$ cat config.mk
export PLATFORM = sky130hd
export DESIGN_NAME = wide_and_stim_check
export DESIGN_NICKNAME = d
export VERILOG_FILES = /design/src/rtl/wide_and_stim_check.sv
export SDC_FILE = /design/constraint.sdc
export NUM_CORES = 1
export LEC_CHECK = 0
export CAP_MARGIN = 20
export CELL_PAD_IN_SITES_DETAIL_PLACEMENT = 1
export CELL_PAD_IN_SITES_GLOBAL_PLACEMENT = 1
export CORE_UTILIZATION = 42
export CTS_CLUSTER_DIAMETER = 150
export DETAILED_ROUTE_END_ITERATION = 8
export PLACE_DENSITY = 0.75
export SETUP_SLACK_MARGIN = 0.4
export SLEW_MARGIN = 5
export SYNTH_ARGS = -nofsm -noshare
export SYNTH_HDL_FRONTEND = slang
export SYNTH_SLANG_ARGS = --single-unit
$ cat constraint.sdc
create_clock -name clk -period 3.27 [get_ports clk]
set_clock_uncertainty 0.05 [all_clocks]
set_input_delay 0.654 -clock clk [delete_from_list [all_inputs] [get_ports clk]]
set_output_delay 0.654 -clock clk [all_outputs]
set_load 0.01 [all_outputs]
$ cat src/rtl/wide_and_stim_check.sv
// -----------------------------------------------------------------------------
// wide_and_stim_check
//
// At-speed stimulus generator and result monitor for a registered wide-AND
// stage. Each accepted start runs one burst of patterns and the block compares
// the stage's 1-bit result against an internally computed expected value.
//
// Burst sequence: all ones, all zeros, walking zero (WIDTH patterns), then an
// optional LFSR section, then LATENCY drain cycles and a one-cycle FIN.
//
// Optional feature macro: WIDE_AND_STIM_LFSR_EN
//   defined   : 32-bit Galois LFSR section of LFSR_COUNT patterns after WALK
//   undefined : LFSR state/logic removed, LFSR_COUNT ignored
//
// Ports
//   clk        in   rising-edge clock
//   rst_n      in   asynchronous active-low reset
//   start      in   burst request, only sampled in IDLE
//   dat_o      out  [WIDTH-1:0] registered pattern to the DUT data input
//   dut_out    in   DUT result, LATENCY cycles behind dat_o
//   busy       out  high while a burst is in progress
//   done       out  one-cycle pulse at the end of a burst
//   pass       out  last burst finished with err_count == 0
//   err_count  out  [15:0] saturating mismatch count
// -----------------------------------------------------------------------------
`timescale 1ns/1ps

module wide_and_stim_check #(
   parameter int WIDTH      = 16,
   parameter int LATENCY    = 2,
   parameter int LFSR_COUNT = 256
) (
   input  logic             clk,
   input  logic             rst_n,
   input  logic             start,
   output logic [WIDTH-1:0] dat_o,
   input  logic             dut_out,
   output logic             busy,
   output logic             done,
   output logic             pass,
   output logic [15:0]      err_count
);

   // Elaboration-time parameter legality.
   generate
      if (WIDTH < 2 || WIDTH > 128 || LATENCY < 1 || LATENCY > 8 ||
          LFSR_COUNT < 1 || LFSR_COUNT > 65535) begin : g_bad_param
         $error("wide_and_stim_check: parameter out of legal range");
      end
   endgenerate

   typedef enum logic [2:0] {
      IDLE, ONES, ZEROS, WALK, LFSR, DRAIN, FIN
   } state_t;

   state_t               state_q, state_d;
   logic [15:0]          cnt_q, cnt_d;
   logic [WIDTH-1:0]     dat_o_q, dat_o_d;
   logic                 pass_q, pass_d;
   logic [15:0]          err_q, err_d;
   // Stage 0 is aligned with dat_o; stage LATENCY is aligned with dut_out.
   logic [LATENCY:0]     pipe_vld_q, pipe_vld_d;
   logic [LATENCY:0]     pipe_exp_q, pipe_exp_d;
   logic                 push_vld;

   // Walking-zero pattern: all ones except bit k.
   function automatic logic [WIDTH-1:0] walk_pat(input logic [15:0] k);
      logic [WIDTH-1:0] one;
      one      = '0;
      one[0]   = 1'b1;
      walk_pat = ~(one << k);
   endfunction

`ifdef WIDE_AND_STIM_LFSR_EN
   logic [31:0] lfsr_q, lfsr_d;

   // Right-shifting Galois step for x^32 + x^22 + x^2 + x + 1.
   function automatic logic [31:0] lfsr_step(input logic [31:0] s);
      lfsr_step = s[0] ? ((s >> 1) ^ 32'h8020_0003) : (s >> 1);
   endfunction

   // LFSR state replicated LSB-first across WIDTH; every 8th pattern
   // (index mod 8 == 7) is forced to all ones so the result path sees 1s too.
   function automatic logic [WIDTH-1:0] lfsr_pat(input logic [31:0] s,
                                                 input logic [15:0] idx);
      logic [WIDTH-1:0] p;
      for (int j = 0; j < WIDTH; j++) begin
         p[j] = s[j % 32];
      end
      lfsr_pat = (idx[2:0] == 3'd7) ? '1 : p;
   endfunction
`endif

   always_comb begin
      state_d  = state_q;
      cnt_d    = cnt_q;
      dat_o_d  = '0;
      push_vld = 1'b0;
      pass_d   = pass_q;
      err_d    = err_q;
`ifdef WIDE_AND_STIM_LFSR_EN
      lfsr_d   = lfsr_q;
`endif

      if (pipe_vld_q[LATENCY] && (dut_out != pipe_exp_q[LATENCY]) &&
          (err_q != 16'hFFFF)) begin
         err_d = err_q + 16'd1;
      end

      case (state_q)
         IDLE: begin
            if (start) begin
               state_d  = ONES;
               dat_o_d  = '1;
               push_vld = 1'b1;
               err_d    = '0;
               pass_d   = 1'b0;
`ifdef WIDE_AND_STIM_LFSR_EN
               lfsr_d   = 32'h1;
`endif
            end
         end
         ONES: begin
            state_d  = ZEROS;
            push_vld = 1'b1;
         end
         ZEROS: begin
            state_d  = WALK;
            cnt_d    = '0;
            dat_o_d  = walk_pat(16'd0);
            push_vld = 1'b1;
         end
         WALK: begin
            if (cnt_q == 16'(WIDTH - 1)) begin
               cnt_d = '0;
`ifdef WIDE_AND_STIM_LFSR_EN
               state_d  = LFSR;
               dat_o_d  = lfsr_pat(lfsr_q, 16'd0);
               lfsr_d   = lfsr_step(lfsr_q);
               push_vld = 1'b1;
`else
               state_d  = DRAIN;
`endif
            end else begin
               cnt_d    = cnt_q + 16'd1;
               dat_o_d  = walk_pat(cnt_q + 16'd1);
               push_vld = 1'b1;
            end
         end
`ifdef WIDE_AND_STIM_LFSR_EN
         LFSR: begin
            if (cnt_q == 16'(LFSR_COUNT - 1)) begin
               state_d = DRAIN;
               cnt_d   = '0;
            end else begin
               cnt_d    = cnt_q + 16'd1;
               dat_o_d  = lfsr_pat(lfsr_q, cnt_q + 16'd1);
               lfsr_d   = lfsr_step(lfsr_q);
               push_vld = 1'b1;
            end
         end
`endif
         DRAIN: begin
            if (cnt_q == 16'(LATENCY - 1)) begin
               state_d = FIN;
            end else begin
               cnt_d = cnt_q + 16'd1;
            end
         end
         FIN: begin
            // The last valid expectation retired in the final DRAIN cycle.
            state_d = IDLE;
            pass_d  = (err_q == 16'd0);
         end
         default: begin
            state_d = IDLE;
         end
      endcase

      pipe_vld_d = {pipe_vld_q[LATENCY-1:0], push_vld};
      pipe_exp_d = {pipe_exp_q[LATENCY-1:0], &dat_o_d};
   end

   always_ff @(posedge clk or negedge rst_n) begin
      if (!rst_n) begin
         state_q    <= IDLE;
         cnt_q      <= '0;
         dat_o_q    <= '0;
         pass_q     <= 1'b0;
         err_q      <= '0;
         pipe_vld_q <= '0;
         pipe_exp_q <= '0;
      end else begin
         state_q    <= state_d;
         cnt_q      <= cnt_d;
         dat_o_q    <= dat_o_d;
         pass_q     <= pass_d;
         err_q      <= err_d;
         pipe_vld_q <= pipe_vld_d;
         pipe_exp_q <= pipe_exp_d;
      end
   end

`ifdef WIDE_AND_STIM_LFSR_EN
   always_ff @(posedge clk or negedge rst_n) begin
      if (!rst_n) begin
         lfsr_q <= 32'h1;
      end else begin
         lfsr_q <= lfsr_d;
      end
   end
`endif

   assign dat_o     = dat_o_q;
   assign busy      = (state_q != IDLE) && (state_q != FIN);
   assign done      = (state_q == FIN);
   assign pass      = pass_q;
   assign err_count = err_q;

endmodule

==> run summary <==
TritonCTS clock tree -> done
Max Fclk -> 0.373 GHz
Crit path time final -> 2.68 ns
Number of nets with antenna violations after routing -> 0
Global route total overflow -> 0
Die X-Extent -> 87.7 µm
WL met2 -> 3.94 mm
Detailed route wirelength on metal3 -> 228 µm
Final Hold Violating Endpoints -> 0
Library cell with the largest summed area after synthesis -> dfrtp_1
Parity-gate share of the synthesized area counting xor and xnor cells -> 5.68%
Launch point of the critical path -> state_q[1]
Worst min-delay path category -> input pin to asynchronous set/reset pin
Post-synthesis average cell area -> 9.28 µm²
Prevailing post-synth register cell -> dfrtp_1
Status -> completed
Worst path max stage delay -> 0.54 ns
Post-detailed-routing wire length -> 8.10 mm
H-tree levels -> 3
Synth cell count leaders -> 58 x dfrtp_1, 34 x nor2_1, 22 x o21ai_0
Combined global-route utilization of all metal layers -> 22.6%
Total clock sinks -> 58
Switching power total -> 1.10 mW
Insertion delay of the later-clocked pin in the worst-skew pair -> 0.34 ns
Multiplexer share of the synthesized area -> 0.650%
Worst slew pin tran -> 0.640 ns
Net total in the final layout -> 374
Count of synthesis-stage warnings from yosys -> 0
Data required time at the worst endpoint -> 2.57 ns
FP Rows -> 30
Instance count of the mapped netlist -> 332
VDD IR-drop max -> 556 µV
Metal-1 WL -> 3.82 mm
Flops & latches, synth -> 58
Share of cells above drive strength 1 -> 9.43%
Worst Setup End Kind -> output port
Largest net degree at the start of global routing -> 43
Critical Setup Path Class -> flop to output port
Area used by sequential logic in the layout -> 1450 µm²
Placed wire-length estimate -> 5.57 mm
Filler-free cell count of the finished design -> 467
Switching part of the total power -> 36.8%
Highest metal layer with signal wires -> met4
Largest fanout on the critical path -> 10
Root buffer cell -> clkbuf_8
Tightest slew margin relative to the limit -> 57.0%
Global-route wire length before repair -> 13.1 mm
Sequential cell area fraction in the yosys report -> 47.1%
Setup violators final -> 0
# port buffers -> 38
Share of the synthesized area in compound gates (AO/OA/AOI/OAI) -> 15.6%
Worst reg2reg setup slack -> 0.70 ns
Initial cell density of the core -> 44.4%
Internal power of the cells -> 1.88 mW
Area share of fa/ha/maj cells after synthesis -> 1.62%
Standard cell with the maximum stage delay on the critical path -> clkdlybuf4s50_1
Net count of the mapped netlist -> 340
Power Dens Cells -> 789 nW/µm²
Synth area leaders -> dfrtp_1 47%, xnor2_1 4.8%, nor2_1 4.1%
Number of cells in the design after placement -> 450
Number of vias after detailed routing -> 2657
RePlAce Congestion -> 0.835
Filler cell count -> 796
Tcrit/Tclk final -> 82.0%
Number of detailed-route iterations in the first pass -> 5
Height of the die -> 87.7 µm
Combinational cell fraction of total power -> 39.3%
Nature of the critical path startpoint -> flop
Cells along the critical path -> nor2b_1, or3_1, clkdlybuf4s50_1
Async set-or-reset flop fraction in the synthesized netlist -> 100%
Number of synthesized flops with an enable pin -> 0
Sum Neg Setup Slack -> 0 ns
Simple-gate share of the synthesized area -> 24.5%
Combined area of the multi-input logic cells -> 1490 µm²
Avg WL per Cell -> 17.3 µm
Main combinational cell family by area after synthesis -> simple AND/OR/NAND/NOR gates
Final core utilization -> 54.3%
Top-Level Pins -> 39
Max-slew violation total from the final report -> 0
Area share of the largest cell type after synthesis -> 47.1%
Sequential group share of total power -> 35.7%
Cts-stage hold buffer count -> 0
Number of distinct library cells after synthesis -> 51
Part of the power in the clock network -> 25.0%
Die area -> 7680 µm²
Most common cell in the netlist -> dfrtp_1
RR Endpoint -> dat_o[11]
Vias in the first global route -> 2474
Layout area overhead -> 22.2%
Count of maximum capacitance violations -> 0
Area of the placeable core -> 6940 µm²
RSZ-0062 raised after global routing -> no
Initial DRC Count -> 64
Worst slack on hold paths -> 0.162 ns
Reg-to-reg critical path startpoint -> cnt_q[0]
Initial antenna violation count -> 0
Reg2reg path depth -> 8
Number of buffers on the longest clock path -> 2
Number of buffers inserted during clock tree synthesis -> 9
Endpoint arrival time on the critical path -> 1.98 ns
Cell area after technology mapping -> 3080 µm²
Antenna fix cells -> 0
Critical Path Sink -> busy
Ratio of routed vias to standard cells -> 5.69
Clock transition time at the flip-flop clock pins of the worst setup and hold paths -> 0.07 ns
# DRC -> 0
Leakage power of the design -> 1.55 nW
[final cells by class]
cell class / instances / area share (%)
Tap cell: 96 / 3.19
Clock buffer: 11 / 3.75
Sequential cell: 58 / 38.6
Clock inverter: 5 / 2.06
Inverter: 9 / 0.897
Timing Repair Buffer: 46 / 11.9
Multi-Input combinational cell: 242 / 39.7
[worst min path at each step]
stage               endpoint  depth (start not counted)  slack (ns)
3_5_place_dp   pipe_vld_q[2]                          0        0.29
6_report        err_count[2]                          1        0.16
3_3_place_gp   pipe_exp_q[2]                          0        0.28
4_1_cts        pipe_vld_q[2]                          0        0.30
5_1_grt         err_count[2]                          1        0.16
2_1_floorplan  pipe_exp_q[1]                          0        0.28
[repair_timing]
item,in CTS,in global routing
endpoints found under the setup margin,0,17
gates resized for setup,0,2
setup buffers,0,0
[stage by stage]
stage	total power [mW]	instance area [µm²]	worst slack (ns)
detailed placement	2.24	3520	0.570
finish	2.97	3770	0.589
floorplan	1.72	3080	0.792
global placement	2.19	3520	0.637
global route	3.17	3770	0.493
CTS	3.00	3740	0.544
[flip-flops by register name, summed over array words and instances, names as in the netlist]
| register | cells |
|---|---|
| cnt_q | 16 |
| err_count | 16 |
| pipe_vld_q | 3 |
| dat_o | 16 |
| pass | 1 |
| state_q | 3 |
| pipe_exp_q | 3 |
[routing by layer]
metal,up-vias,GRT usage (%)
li1,1266,-
met1,1336,29.8
met2,44,36.6
met3,11,4.71
met4,0,8.49
met5,-,0
[cells by family after synthesis]
family / count (synthesis)
flip-flops: 58
multiplexers: 2
buffers and inverters: 32
AND/OR/NAND/NOR: 138
XOR/XNOR: 20
AO/OA/AOI/OAI: 78
adder cells (fa/ha/maj): 4
[power groups by stage]
| stage | Combinational [mW] | Clock (mW) | Sequential, mW |
|---|---|---|---|
| after floorplan | 0.665 | 0 | 1.05 |
| after global placement | 1.13 | 0 | 1.07 |
| final | 1.17 | 0.743 | 1.06 |
| after CTS | 1.17 | 0.763 | 1.06 |
| after global routing | 1.28 | 0.794 | 1.09 |
| after detailed placement | 1.17 | 0 | 1.07 |
[worst max-delay path, delay by kind of cell, from the launching register on]
| family | cells | cell delay, ns |
|---|---|---|
| buf+inv | 1 | 0.54 |
| flops | 1 | 0.51 |
| simple gates | 2 | 0.59 |
[layout by cell type, fill, tap and decap left out, drive strengths merged, types with 2 or more instances in the layout]
cell           synthesis  layout
nand2b                 3       3
nor2b                  7       7
o21ai                 22      22
a22oi                  3       3
o41ai                  2       2
o211ai                 2       2
and2                   2       2
buf                    7       9
ha                     4       4
a31oi                 16      16
inv                    9       9
clkinv                 0       2
dfrtp                 58      58
nor4                   5       5
nand2                 21      21
and3                   5       5
clkdlybuf4s50          0      37
nor4b                  2       2
mux2i                  2       2
bufinv                 0       2
xor2                   3       3
nand3                 15      15
nor3b                  5       5
a21oi                 20      20
clkbuf                16      11
or3                    6       6
nand4                  9       9
o31ai                  3       3
nor3                  14      14
nor2                  34      34
and4                   5       5
a211oi                 2       2
xnor2                 17      17
No activity file was read; power rests on OpenSTA's default activity.
